### src/rtl/alu_pkg.sv
// Shared ALU opcode and RISC-V major-opcode constants for the ID/EX control stage and the ALU.
package alu_pkg;
    localparam int DATA_W = 64;

    localparam logic [3:0] ALU_ADD  = 4'b0000;
    localparam logic [3:0] ALU_SUB  = 4'b1000;
    localparam logic [3:0] ALU_SLL  = 4'b0001;
    localparam logic [3:0] ALU_SLT  = 4'b0010;
    localparam logic [3:0] ALU_SLTU = 4'b0011;
    localparam logic [3:0] ALU_XOR  = 4'b0100;
    localparam logic [3:0] ALU_SRL  = 4'b0101;
    localparam logic [3:0] ALU_SRA  = 4'b1101;
    localparam logic [3:0] ALU_OR   = 4'b0110;
    localparam logic [3:0] ALU_AND  = 4'b0111;

    localparam logic [6:0] OPC_OP     = 7'b0110011;
    localparam logic [6:0] OPC_OP_IMM = 7'b0010011;
    localparam logic [6:0] OPC_LOAD   = 7'b0000011;
    localparam logic [6:0] OPC_STORE  = 7'b0100011;
    localparam logic [6:0] OPC_BRANCH = 7'b1100011;
    localparam logic [6:0] OPC_LUI    = 7'b0110111;
    localparam logic [6:0] OPC_AUIPC  = 7'b0010111;
    localparam logic [6:0] OPC_JAL    = 7'b1101111;
    localparam logic [6:0] OPC_JALR   = 7'b1100111;
endpackage

### src/rtl/alu_dec.sv
// Combinational ALU-control decode: selects ALU operands and opcode from the raw instruction.
// Optional illegal-instruction flag under IDEX_ILLEGAL_DETECT_EN.
module alu_dec
    import alu_pkg::*;
#(
    parameter int DATA_W = 64
) (
    input  logic [31:0]       instr,
    input  logic [DATA_W-1:0] pc,
    input  logic [DATA_W-1:0] rs1_data,
    input  logic [DATA_W-1:0] rs2_data,
    input  logic [DATA_W-1:0] imm,
`ifdef IDEX_ILLEGAL_DETECT_EN
    output logic              illegal,
`endif
    output logic [DATA_W-1:0] alu_a,
    output logic [DATA_W-1:0] alu_b,
    output logic [3:0]        alu_op,
    output logic              is_branch,
    output logic [2:0]        br_funct3
);
    logic [6:0] opcode;
    logic [2:0] funct3;
    logic       unused_instr_bits;

    assign opcode            = instr[6:0];
    assign funct3            = instr[14:12];
    assign unused_instr_bits = ^{instr[31:15], instr[11:7]};

    always_comb begin
        alu_a     = '0;
        alu_b     = '0;
        alu_op    = ALU_ADD;
        is_branch = 1'b0;
        br_funct3 = 3'b000;
        case (opcode)
            OPC_OP: begin
                alu_op = {instr[30], funct3};
                alu_a  = rs1_data;
                alu_b  = rs2_data;
            end
            OPC_OP_IMM: begin
                // Only SRAI carries instr[30] into the opcode; for other I-ops it is immediate bits.
                alu_op = {(funct3 == 3'b101) & instr[30], funct3};
                alu_a  = rs1_data;
                alu_b  = imm;
            end
            OPC_LOAD, OPC_STORE: begin
                alu_a = rs1_data;
                alu_b = imm;
            end
            OPC_BRANCH: begin
                is_branch = 1'b1;
                br_funct3 = funct3;
                alu_a     = rs1_data;
                alu_b     = rs2_data;
                case (funct3[2:1])
                    2'b10:   alu_op = ALU_SLT;
                    2'b11:   alu_op = ALU_SLTU;
                    default: alu_op = ALU_SUB;
                endcase
            end
            OPC_LUI:   alu_b = imm;
            OPC_AUIPC: begin
                alu_a = pc;
                alu_b = imm;
            end
            OPC_JAL, OPC_JALR: begin
                alu_a = pc;
                alu_b = DATA_W'(4);
            end
            default: ;
        endcase
    end

`ifdef IDEX_ILLEGAL_DETECT_EN
    always_comb begin
        illegal = 1'b0;
        case (opcode)
            OPC_OP:
                illegal = !((instr[31:25] == 7'b0000000) || (instr[31:25] == 7'b0100000));
            OPC_OP_IMM:
                if ((funct3 == 3'b001) || (funct3 == 3'b101))
                    illegal = !((instr[31:26] == 6'b000000) || (instr[31:26] == 6'b010000));
            OPC_LOAD, OPC_STORE, OPC_BRANCH, OPC_LUI, OPC_AUIPC, OPC_JAL, OPC_JALR: ;
            default: illegal = 1'b1;
        endcase
    end
`endif
endmodule

### src/rtl/idex_alu_ctrl.sv
// ID/EX handshake register for ALU control; decode lives in alu_dec.
// Optional `illegal` output enabled by IDEX_ILLEGAL_DETECT_EN.
module idex_alu_ctrl
    import alu_pkg::*;
#(
    parameter int DATA_W = 64
) (
    input  logic              clk,
    input  logic              rst_n,
    input  logic              in_valid,
    output logic              in_ready,
    input  logic [31:0]       instr,
    input  logic [DATA_W-1:0] pc,
    input  logic [DATA_W-1:0] rs1_data,
    input  logic [DATA_W-1:0] rs2_data,
    input  logic [DATA_W-1:0] imm,
    input  logic              flush,
    output logic              out_valid,
    input  logic              out_ready,
`ifdef IDEX_ILLEGAL_DETECT_EN
    output logic              illegal,
`endif
    output logic [DATA_W-1:0] alu_a,
    output logic [DATA_W-1:0] alu_b,
    output logic [3:0]        alu_op,
    output logic              is_branch,
    output logic [2:0]        br_funct3
);
    logic [DATA_W-1:0] dec_a, dec_b;
    logic [3:0]        dec_op;
    logic              dec_br;
    logic [2:0]        dec_f3;

    logic              vld_p1;
    logic [DATA_W-1:0] alu_a_p1, alu_b_p1;
    logic [3:0]        alu_op_p1;
    logic              br_p1;
    logic [2:0]        f3_p1;
`ifdef IDEX_ILLEGAL_DETECT_EN
    logic              dec_ill;
    logic              ill_p1;
`endif

    alu_dec #(.DATA_W(DATA_W)) u_dec (
        .instr     (instr),
        .pc        (pc),
        .rs1_data  (rs1_data),
        .rs2_data  (rs2_data),
        .imm       (imm),
`ifdef IDEX_ILLEGAL_DETECT_EN
        .illegal   (dec_ill),
`endif
        .alu_a     (dec_a),
        .alu_b     (dec_b),
        .alu_op    (dec_op),
        .is_branch (dec_br),
        .br_funct3 (dec_f3)
    );

    assign in_ready = !vld_p1 || out_ready;

    // ID -> EX boundary
    always_ff @(posedge clk or negedge rst_n) begin
        if (!rst_n) begin
            vld_p1    <= 1'b0;
            alu_a_p1  <= '0;
            alu_b_p1  <= '0;
            alu_op_p1 <= ALU_ADD;
            br_p1     <= 1'b0;
            f3_p1     <= 3'b000;
`ifdef IDEX_ILLEGAL_DETECT_EN
            ill_p1    <= 1'b0;
`endif
        end else if (flush) begin
            // Kill only the control bits; operand registers keep their last contents.
            vld_p1 <= 1'b0;
            br_p1  <= 1'b0;
        end else if (in_valid && in_ready) begin
            vld_p1    <= 1'b1;
            alu_a_p1  <= dec_a;
            alu_b_p1  <= dec_b;
            alu_op_p1 <= dec_op;
            br_p1     <= dec_br;
            f3_p1     <= dec_f3;
`ifdef IDEX_ILLEGAL_DETECT_EN
            ill_p1    <= dec_ill;
`endif
        end else if (in_ready) begin
            vld_p1 <= 1'b0;
        end
    end

    assign out_valid = vld_p1;
    assign alu_a     = alu_a_p1;
    assign alu_b     = alu_b_p1;
    assign alu_op    = alu_op_p1;
    assign is_branch = br_p1;
    assign br_funct3 = f3_p1;
`ifdef IDEX_ILLEGAL_DETECT_EN
    assign illegal   = ill_p1;
`endif
endmodule

### config.mk
export PLATFORM = sky130hd
export DESIGN_NAME = idex_alu_ctrl
export DESIGN_NICKNAME = d
export VERILOG_FILES = /design/src/rtl/alu_pkg.sv /design/src/rtl/alu_dec.sv /design/src/rtl/idex_alu_ctrl.sv
export SDC_FILE = /design/constraint.sdc
export NUM_CORES = 1
export LEC_CHECK = 0
export ABC_AREA = 1
export CAP_MARGIN = 20
export CORE_AREA = 4 4 164 166
export DETAILED_ROUTE_END_ITERATION = 10
export DIE_AREA = 0 0 168 170
export PLACE_DENSITY_LB_ADDON = 0.15
export SYNTH_ARGS = -nofsm -noshare
export SYNTH_HDL_FRONTEND = slang
export SYNTH_HIERARCHICAL = 1
export SYNTH_SLANG_ARGS = --single-unit
### constraint.sdc
create_clock -name clk -period 1.65 [get_ports clk]
set_input_delay 0.2475 -clock clk [delete_from_list [all_inputs] [get_ports clk]]
set_output_delay 0.2475 -clock clk [all_outputs]
set_load 0.02 [all_outputs]
Yosys cells after proc, flatten, opt, wreduce, memory -nomap -nowiden
Cells that the tools add are included.

Bits of input ports: 293. Logic and storage cells: 42. Register bits: 137.

Reduce and logical (&&, ||, !) cells: 11. Muxes and demuxes: 11. Equal/unequal tests: 12. Bitwise operators: 2.

Operator list (number): one-hot mux 64 bit (3 select lines) (1); one-hot mux 64 bit (2 select lines) (1); equality test 7 x 6 -> 1 bit, second input constant (3); equality test 7 bit, second input constant (3); equality test 7 x 5 -> 1 bit, second input constant (2); one-hot mux 4 bit (3 select lines) (1); OR reduction 5 bit (2); one-hot mux 4 bit (2 select lines) (1); equality test 7 x 2 -> 1 bit, second input constant (1); two-way mux 1 bit (6); equality test 2 bit, second input constant (2); OR reduction 2 bit (2); equality test 3 bit, second input constant (1); two-way mux 3 bit (1); nonzero test 3 bit (1); OR reduction 3 bit (1); AND reduction 2 bit (1); nonzero test 2 bit (1); bitwise AND 1 bit (1); logical AND 1 bit (1); logical NOT 1 bit (1); logical OR 1 bit (1); NOT 1 bit (1).

Logic depth before layout (Yosys ltp)
Gate-level depths: netlist of run 1.

Depth in word-level cells: 5. Gate-level depth with buffers: 10. Depth with buffers taken out: 9.

Modules after synthesis
Netlist of run 1, hierarchy kept.

By module, submodules not included: idex_alu_ctrl (cells an instance 611, area each 5659.2 um^2, times used 1, seq. area each 3428.3 um^2); alu_dec (cells an instance 452, area each 1836.8 um^2, times used 1, seq. area each 0.0 um^2).

Worst setup path after synthesis of run 1
Ideal clock, no wire load.

Path kind: input to register. Start: input port instr[1]. End: register alu_a_p1[45] (netlist: alu_a[45]). Path slack: 0.341 ns. Path buffers: 1. Arrival: 1.241 ns. Required time: 1.582 ns. Stages on the path: 9. Cell sequence: nand2_1 -> clkinv_1 -> nand2_1 -> nor2_2 -> buf_2 -> nand2_1 -> nand2_1 -> nand4_1 -> nand2_1.

Cells in the longest elaborated chain, start to end: 3.

RTL lines: start: declaration (line idex_alu_ctrl.sv:12) `input logic [31:0] instr,`; equality test 7 x 2 -> 1 bit (tied with other cells) (line alu_dec.sv:36) `case (opcode)`; OR reduction 5 bit (no source line) / OR reduction 3 bit (equally long branches); one-hot mux 64 bit (2 select lines) (*) (line alu_dec.sv:36); named net dec_a[45] (line idex_alu_ctrl.sv:29) `logic [DATA_W-1:0] dec_a, dec_b;`; end signal: assignment (line idex_alu_ctrl.sv:66) `alu_a_p1 <= '0;`; end signal: assignment (line idex_alu_ctrl.sv:80) `alu_a_p1 <= dec_a;`; end: declaration (line idex_alu_ctrl.sv:35) `logic [DATA_W-1:0] alu_a_p1, alu_b_p1;`.

Mark *: on every way through the listed nets, which the timed path passes. The rest lies on a longest branch. A chain may end at the register's enable or synchronous reset.

Worst setup path after layout of run 1
Start: input port instr[2]. End: register alu_a_p1[57] (netlist: alu_a[57]).

The elaborated chain is that of the path after synthesis.

==> flow_metrics.env, run 1 <==
export IMPL_path_max_fanout=16
export IMPL_io_pins=431
export IMPL_crit_type="in2reg"
export IMPL_die_h_um=170
export IMPL_rr_worst_depth=5
export IMPL_rr_endpoint="alu_b[42]$_DFFE_PN0P_"
export IMPL_fp_row_count=59
export IMPL_grt_pass1_vias=7940
export IMPL_rrSetupSlack_ps=370
export IMPL_power_density_mw_per_mm2=715
export IMPL_drc_errors=0
export IMPL_clock_fmax_ghz=0.614
export IMPL_crit_arrival_ps=1980
export IMPL_reg2reg_from="out_valid$_DFFE_PN0P_"
export IMPL_status="finished, final reports clean"
export IMPL_die_w_um=168
export IMPL_netlist_area_mm2=0.00750
export IMPL_worst_hold_path_type="in2async"
export IMPL_antenna_cells=0
export IMPL_maxSlewHeadroom_pct=74.1
export IMPL_place_congestion=0.822
export IMPL_final_cell_area_mm2=0.0128
export IMPL_root_buffer="clkbuf_16"
export IMPL_worst_pin_slew_ps=389
export IMPL_dpl_hpwl_um=21200
export IMPL_final_seq_area_mm2=0.00343
export IMPL_synth_main_ff_cell="dfrtp_1"
export IMPL_synth_top_cells_by_area="dfrtp_1, nand2_1, nand4_1"
export IMPL_cp_common_cell="nand2_1"
export IMPL_dieArea_mm2=0.0286
export IMPL_worstPathRequired_ps=2010
export IMPL_drive_gt1_share_pct=6.72
export IMPL_synth_async_reset_ratio_pct=100
export IMPL_yosys_area_top_type_share_pct=45.7
export IMPL_viasPerCell=4.74
export IMPL_fillCellCount=2580
export IMPL_final_nets=1753
export IMPL_cap_viol_max_count=0
export IMPL_slowest_delay_ps=490
export IMPL_synthSimpleGateAreaFrac_pct=46.2
export IMPL_cts_sinks=137
export IMPL_yosys_warnings=6
export IMPL_post_drt_wl_per_cell_um=17.5
export IMPL_drt_wl_total_um=31600
export IMPL_synth_top_family_by_area="simple AND/OR/NAND/NOR gates"
export IMPL_period_share_pct=98.8
export IMPL_synthMuxAreaShare_pct=0
export IMPL_clock_latency_ps=410
export IMPL_synth_edf_count=0
export IMPL_grt_use_total_pct=19.7
export IMPL_total_power_mw=9.14
export IMPL_rsz0062_at_grt="yes"
export IMPL_yosysUniqueCellTypes=21
export IMPL_synth_top_cells_by_count="nand2_1, dfrtp_1, nand4_1"
export IMPL_ir_drop_mv=0.509
export IMPL_cts_buffers=17
export IMPL_grt_max_degree=84
export IMPL_cp_num_buf_inv=4
export IMPL_timing_hold_violations_final=0
export IMPL_syn_inst=1063
export IMPL_vias=8564
export IMPL_fin_worst_skew_ps=8.69
export IMPL_crit_chain="clkdlybuf4s50_1 -> inv_1 -> nor2_1 -> nand3_2 -> o21ai_4 -> buf_12 -> buf_12 -> nand2_1 -> nand2_1 -> nand4_1 -> nand2_1"
export IMPL_cts_tree="built"
export IMPL_grt_pass1_wl_um=45100
export IMPL_power_leakage_nw=7.28
export IMPL_startpoint_type="primary input"
export IMPL_postLayoutCoreUtil_pct=49.9
export IMPL_drt_initial_drc_count=531
export IMPL_synth_compound_area_share_pct=0.901
export IMPL_synth_largest_area_cell="dfrtp_1"
export IMPL_synth_most_common_cell="nand2_1"
export IMPL_dp_slack_ps=-398
export IMPL_syn_num_nets=1356
export IMPL_synth_area_per_cell_um2=7.05
export IMPL_place_area_mm2=0.0121
export IMPL_htreeDepth=4
export IMPL_syn_to_final_growth_pct=70.4
export IMPL_cp_top_family="buffers and inverters"
export IMPL_setup_viol=0
export IMPL_ys_seq_area_share_pct=45.7
export IMPL_worst_slack_ps=20.6
export IMPL_slowest_stage="clkdlybuf4s50_1"
export IMPL_synth_fa_ha_area_share_pct=0
export IMPL_place_port_buffers=409
export IMPL_yosys_area_share_xor_xnor_pct=0
export IMPL_period_minus_slack_ps=1630
export IMPL_cts_buffer_depth=2
export IMPL_multi_input_area_mm2=0.00356
export IMPL_drtAntennaViolNets=0
export IMPL_antenna_found_initial=0
export IMPL_floorplan_initialDensity_pct=29.3
export IMPL_dr_pass1_iters=5
export IMPL_worstSetupEndpointType="flip-flop"
export IMPL_clk_pin_slew_ps=60
export IMPL_core_area_mm2=0.0256
export IMPL_postSynthRegisterBits=137
export IMPL_drv_slew=0
export IMPL_overflow=0
-- logic make-up (layout without fill, tap and decap cells) --
family / Yosys count / after routing
flip-flops: 137 / 137
buffers and inverters: 96 / 506
AND/OR/NAND/NOR: 822 / 822
AO/OA/AOI/OAI: 8 / 8
-- area by class of cell --
type	count	area share [%]
clock buffers	19	3.39
well taps	335	3.28
multi-input cells	830	27.9
flip-flops and latches	137	26.8
clock inverters	13	1.32
inverters	12	0.372
repair buffers	462	36.9
-- power breakdown --
| part | switching (mW) | total (mW) | internal [mW] |
|---|---|---|---|
| clock | 1.58 | 3.97 | 2.40 |
| combinational | 0.784 | 1.65 | 0.865 |
| sequential | 0.0527 | 3.52 | 3.46 |
-- sequential cells by signal, summed over array words and instances, names as in the netlist --
register and cells:
alu_a 64, alu_b 64, alu_op 4, br_funct3 3, is_branch 1, out_valid 1
-- layer usage --
metal,share of wire [%],track usage [%]
met1,43,24.8
met4,2.4,5.68
met2,49,33.3
met5,0,0
met3,6.3,5.39
-- timing repair --
action                                  in CTS  in global routing
setup buffers                                0                  3
hold buffers                                 1                  0
endpoints found under the setup margin     121                103
pin swaps                                    0                  1
hold endpoints to repair                    27                  0
cloned                                       0                  7
gates resized for setup                    121                 18
-- placed cells by master (no fill, tap or decap), types with 8 or more instances in the layout --
cell type and count:
buf_12 18, buf_4 29, clkbuf_16 23, clkdlybuf4s50_1 268, dfrtp_1 137, dlygate4sd2_1 121
dlymetal6s2s_1 17, inv_1 8, nand2_1 664, nand4_1 136, nor2_1 9
-- stage by stage --
stage	hold slack, ps	TNS (ps)	instances
CTS	262	0	1798
global route	274	-935	1808
global placement	153	-38330	1765
floorplan	-48.1	0	1063
detailed placement	151	-42450	1765
finish	266	0	1808
-- worst max-delay path by stage --
stage | from | to | slack [ps] | cells after the start
floorplan | instr[1] | alu_a[45]$_DFFE_PN0P_ | 340 | 9
global placement | instr[1] | alu_b[16]$_DFFE_PN0P_ | -360 | 10
detailed placement | instr[2] | alu_a[57]$_DFFE_PN0P_ | -400 | 10
CTS | alu_b[34]$_DFFE_PN0P_ | alu_b[34] | 1 | 1
global route | instr[3] | alu_b[51]$_DFFE_PN0P_ | -50 | 10
finish | instr[2] | alu_a[57]$_DFFE_PN0P_ | 20 | 11
Power figures use the tool's default switching activity.
==> run 2, diff against run 1 <==
--- a/config.mk
+++ b/config.mk
@@ -7,9 +7,9 @@
 export LEC_CHECK = 0
 export ABC_AREA = 1
 export CAP_MARGIN = 20
-export CORE_AREA = 4 4 164 166
+export CORE_AREA = 4 4 165 167
 export DETAILED_ROUTE_END_ITERATION = 10
-export DIE_AREA = 0 0 168 170
+export DIE_AREA = 0 0 169 171
 export PLACE_DENSITY_LB_ADDON = 0.15
 export SYNTH_ARGS = -nofsm -noshare
 export SYNTH_HDL_FRONTEND = slang
==> flow_metrics.env, run 2 (synthesis results as in run 1) <==
export IMPL_grt_use_total_pct=20.1
export IMPL_slowest_stage="clkdlybuf4s50_1"
export IMPL_status="finished, final reports clean"
export IMPL_grt_pass1_wl_um=45800
export IMPL_drtAntennaViolNets=0
export IMPL_period_minus_slack_ps=1620
export IMPL_clk_pin_slew_ps=70
export IMPL_place_congestion=0.833
export IMPL_vias=8445
export IMPL_fp_row_count=59
export IMPL_dpl_hpwl_um=21600
export IMPL_final_nets=1748
export IMPL_core_area_mm2=0.0258
export IMPL_cp_top_family="buffers and inverters"
export IMPL_cp_num_buf_inv=1
export IMPL_crit_type="reg2out"
export IMPL_grt_max_degree=65
export IMPL_cts_buffers=17
export IMPL_htreeDepth=4
export IMPL_die_w_um=169
export IMPL_drv_slew=0
export IMPL_rrSetupSlack_ps=280
export IMPL_dr_pass1_iters=5
export IMPL_clock_latency_ps=420
export IMPL_total_power_mw=9.15
export IMPL_layout_commonest_cell="nand2_1"
export IMPL_floorplan_initialDensity_pct=29.1
export IMPL_worst_pin_slew_ps=583
export IMPL_dieArea_mm2=0.0289
export IMPL_fin_worst_skew_ps=8.39
export IMPL_fillCellCount=2671
export IMPL_worstSetupEndpointType="output pin"
export IMPL_power_leakage_nw=7.27
export IMPL_overflow=0
export IMPL_crit_chain="clkdlybuf4s50_1"
export IMPL_timing_hold_violations_final=0
export IMPL_ir_drop_mv=0.586
export IMPL_drive_gt1_share_pct=6.27
export IMPL_cap_viol_max_count=0
export IMPL_setup_viol=0
export IMPL_drt_initial_drc_count=507
export IMPL_io_pins=431
export IMPL_slowest_delay_ps=610
export IMPL_grt_pass1_vias=7991
export IMPL_startpoint_type="flip-flop"
export IMPL_cts_sinks=137
export IMPL_hold_ws_ps=259
export IMPL_worstPathRequired_ps=1400
export IMPL_cts_buffer_depth=2
export IMPL_antenna_found_initial=1
export IMPL_clock_fmax_ghz=0.619
export IMPL_power_density_mw_per_mm2=720
export IMPL_drt_wl_total_um=31800
export IMPL_place_port_buffers=409
export IMPL_crit_arrival_ps=1370
export IMPL_tns_ps=0
export IMPL_post_drt_wl_per_cell_um=17.6
export IMPL_viasPerCell=4.68
export IMPL_period_share_pct=98.0
export IMPL_die_h_um=171
export IMPL_root_buffer="clkbuf_16"
export IMPL_syn_to_final_growth_pct=69.7
export IMPL_drc_errors=0
export IMPL_maxSlewHeadroom_pct=61.1
export IMPL_layout_common_cells="nand2_1, clkdlybuf4s50_1, dfrtp_1"
export IMPL_cts_tree="built"
export IMPL_worst_hold_path_type="in2async"
export IMPL_path_max_fanout=2
[run 2: cell count changes in the layout (fill, tap and decap cells not counted), moves of 2 or more]
cell / change
dlymetal6s2s_1: +2
buf_4: -5
dlygate4sd2_1: -5
clkbuf_16: -2
clkinv_4: -2
clkdlybuf4s50_1: +4
inv_6: +2
[run 2: final cells by class]
class | count | area (um2) | area share, %
Timing Repair Buffer | 457 | 4670 | 36.7
Multi-Input combinational cell | 830 | 3550 | 27.9
Sequential cell | 137 | 3430 | 26.9
Clock buffer | 18 | 429 | 3.37
Tap cell | 335 | 419 | 3.29
Clock inverter | 13 | 166 | 1.31
Inverter | 12 | 47.5 | 0.374
Antenna cell | 1 | 2.50 | 0.0197
[run 2: per-layer routing]
metal | vias up | GRT usage (%) | wire length, um
li1 | 4202 | - | -
met1 | 3939 | 25.5 | 13200
met2 | 270 | 34.2 | 15900
met3 | 34 | 4.76 | 2100
met4 | 0 | 5.81 | 566
met5 | - | 0 | 0
[run 2: what timing repair did]
| item | in CTS | in global routing |
|---|---|---|
| gates cloned | 0 | 4 |
| endpoints found under the setup margin | 116 | 46 |
| hold buffers | 1 | 0 |
| pin swaps | 0 | 2 |
| resized for setup | 116 | 21 |
| endpoints found under the hold margin | 71 | 0 |
| buffers inserted | 0 | 2 |
[run 2: path summary, 6_finish.rpt]
check	start	to	depth (start not counted)
min in group clk	in_valid	alu_b[55]$_DFFE_PN0P_	4
hold / removal	rst_n	alu_a[44]$_DFFE_PN0P_	2
setup reg to reg	out_valid$_DFFE_PN0P_	alu_b[24]$_DFFE_PN0P_	6
max in group asynchronous	rst_n	alu_a[7]$_DFFE_PN0P_	3
hold reg to reg	alu_a[26]$_DFFE_PN0P_	alu_a[26]$_DFFE_PN0P_	2
setup / recovery	alu_b[10]$_DFFE_PN0P_	alu_b[10]	1
[run 2: per-stage QoR]
step	worst slack (ps)	utilization, %	area (um2)	cells
finish	33.6	49.4	12700	1803
global route	-3.20	49.4	12700	1803
CTS	0.229	48.6	12500	1796
detailed placement	-344	46.8	12100	1764
global placement	-329	46.8	12100	1764
floorplan	341	-	7500	1063
[run 2: power breakdown]
part | internal [mW] | switching (mW)
clock network | 2.39 | 1.60
logic | 0.863 | 0.787
registers | 3.46 | 0.0536
total | 6.72 | 2.44
==> run 3, diff against run 2 <==
--- a/config.mk
+++ b/config.mk
@@ -10,7 +10,7 @@
 export CORE_AREA = 4 4 165 167
 export DETAILED_ROUTE_END_ITERATION = 10
 export DIE_AREA = 0 0 169 171
-export PLACE_DENSITY_LB_ADDON = 0.15
+export PLACE_DENSITY = 0.69
 export SYNTH_ARGS = -nofsm -noshare
 export SYNTH_HDL_FRONTEND = slang
 export SYNTH_HIERARCHICAL = 1
==> flow_metrics.env, run 3 (synthesis results as in run 1) <==
export IMPL_grt_util_met2_pct=33.9
export IMPL_die_h_um=171
export IMPL_clock_latency_ps=410
export IMPL_worstSetupEndpointType="output pin"
export IMPL_cts_buffer_depth=2
export IMPL_fillCellCount=2503
export IMPL_worstPathRequired_ps=1400
export IMPL_cap_viol_max_count=0
export IMPL_timing_hold_violations_final=0
export IMPL_die_w_um=169
export IMPL_rrSetupSlack_ps=330
export IMPL_antenna_cells=0
export IMPL_drive_gt1_share_pct=7.59
export IMPL_grt_max_degree=86
export IMPL_final_nets=1769
export IMPL_dieArea_mm2=0.0289
export IMPL_clock_fmax_ghz=0.622
export IMPL_total_power_mw=9.02
export IMPL_grt_busiest_layer="met2"
export IMPL_syn_to_final_growth_pct=72.9
export IMPL_dp_slack_ps=-388
export IMPL_cts_buffers=17
export IMPL_grt_pass1_vias=8126
export IMPL_post_drt_wl_per_cell_um=17.3
export IMPL_cp_num_buf_inv=1
export IMPL_slowest_stage="clkdlybuf4s50_1"
export IMPL_place_congestion=0.865
export IMPL_htreeDepth=4
export IMPL_worst_pin_slew_ps=421
export IMPL_period_minus_slack_ps=1610
export IMPL_fp_row_count=59
export IMPL_worst_hold_path_type="in2async"
export IMPL_layout_commonest_cell="nand2_1"
export IMPL_dpl_hpwl_um=22200
export IMPL_root_buffer="clkbuf_16"
export IMPL_grt_use_total_pct=19.4
export IMPL_met1_usage_pct=24.3
export IMPL_crit_type="reg2out"
export IMPL_path_max_fanout=2
export IMPL_cp_top_family="buffers and inverters"
export IMPL_status="finished, final reports clean"
export IMPL_vias=8657
export IMPL_crit_arrival_ps=1360
export IMPL_power_density_mw_per_mm2=696
export IMPL_floorplan_initialDensity_pct=29.1
export IMPL_antenna_found_initial=0
export IMPL_drc_errors=0
export IMPL_grt_pass1_wl_um=44800
export IMPL_crit_chain="clkdlybuf4s50_1"
export IMPL_ir_drop_mv=0.530
export IMPL_place_port_buffers=409
export IMPL_maxSlewHeadroom_pct=72.0
export IMPL_drt_wl_total_um=31500
export IMPL_core_area_mm2=0.0258
export IMPL_met3_usage_pct=4.09
export IMPL_drtAntennaViolNets=0
export IMPL_cts_tree="built"
export IMPL_reg2reg_from="out_valid$_DFFE_PN0P_"
export IMPL_setup_viol=0
export IMPL_clk_pin_slew_ps=60
export IMPL_overflow=0
export IMPL_viasPerCell=4.75
export IMPL_period_share_pct=97.5
export IMPL_cp_depth=1
export IMPL_drt_initial_drc_count=674
export IMPL_fin_worst_skew_ps=6.29
export IMPL_layout_common_cells="nand2_1, clkdlybuf4s50_1, dfrtp_1"
export IMPL_io_pins=431
export IMPL_rr_worst_depth=6
export IMPL_drv_slew=0
export IMPL_rr_endpoint="alu_b[57]$_DFFE_PN0P_"
export IMPL_cts_sinks=137
export IMPL_power_leakage_nw=7.64
export IMPL_dr_pass1_iters=5
export IMPL_startpoint_type="flip-flop"
export IMPL_slowest_delay_ps=610
export IMPL_worst_slack_ps=41.2
## run 3: repair_timing
action,4_1_cts,5_1_grt
resized for setup,97,43
hold buffers,1,0
endpoints found under the hold margin,34,0
endpoints found under the setup margin,97,91
pin swaps,0,2
buffers inserted,0,3
gates cloned,0,5
## run 3: how the worst max path moves through the flow
stage	startpoint	to	slack, ps
global route	instr[3]	alu_b[63]$_DFFE_PN0P_	-10
CTS	alu_a[14]$_DFFE_PN0P_	alu_a[14]	0.2
global placement	instr[4]	alu_a[4]$_DFFE_PN0P_	-320
floorplan	instr[1]	alu_a[45]$_DFFE_PN0P_	340
finish	alu_a[12]$_DFFE_PN0P_	alu_a[12]	40
detailed placement	instr[4]	alu_a[4]$_DFFE_PN0P_	-390
## run 3: metal layers
layer | part of all wire, % | vias to the layer above
met4 | 1.9 | 0
met1 | 40 | 4061
met5 | 0 | -
met3 | 6.3 | 41
li1 | - | 4251
met2 | 52 | 304
## run 3: area by class of cell
type	count	area, um2	share of cell area (%)
Timing Repair Buffer	478	4940	38.1
Clock buffer	18	429	3.31
Clock inverter	13	145	1.12
Tap cell	335	419	3.23
Sequential cell	137	3430	26.4
Multi-Input combinational cell	830	3550	27.4
Inverter	12	47.5	0.367
## run 3: stage by stage
stage,setup TNS [ps],cell area [um2],instances,hold WS [ps],util (%)
6_report,0,13000,1823,335,50.3
5_1_grt,-70.9,13000,1823,339,50.3
4_1_cts,0,12700,1815,331,49.3
3_5_place_dp,-38590,12200,1783,200,47.5
3_3_place_gp,-30730,12200,1783,198,47.5
2_1_floorplan,0,7500,1063,-48.1,-
## run 3: power by group
group,leakage (nW),internal (mW),switching (mW)
combinational,5.47,0.906,0.789
sequential,1.90,3.46,0.0563
clock,0.274,2.24,1.57
total,7.64,6.61,2.41
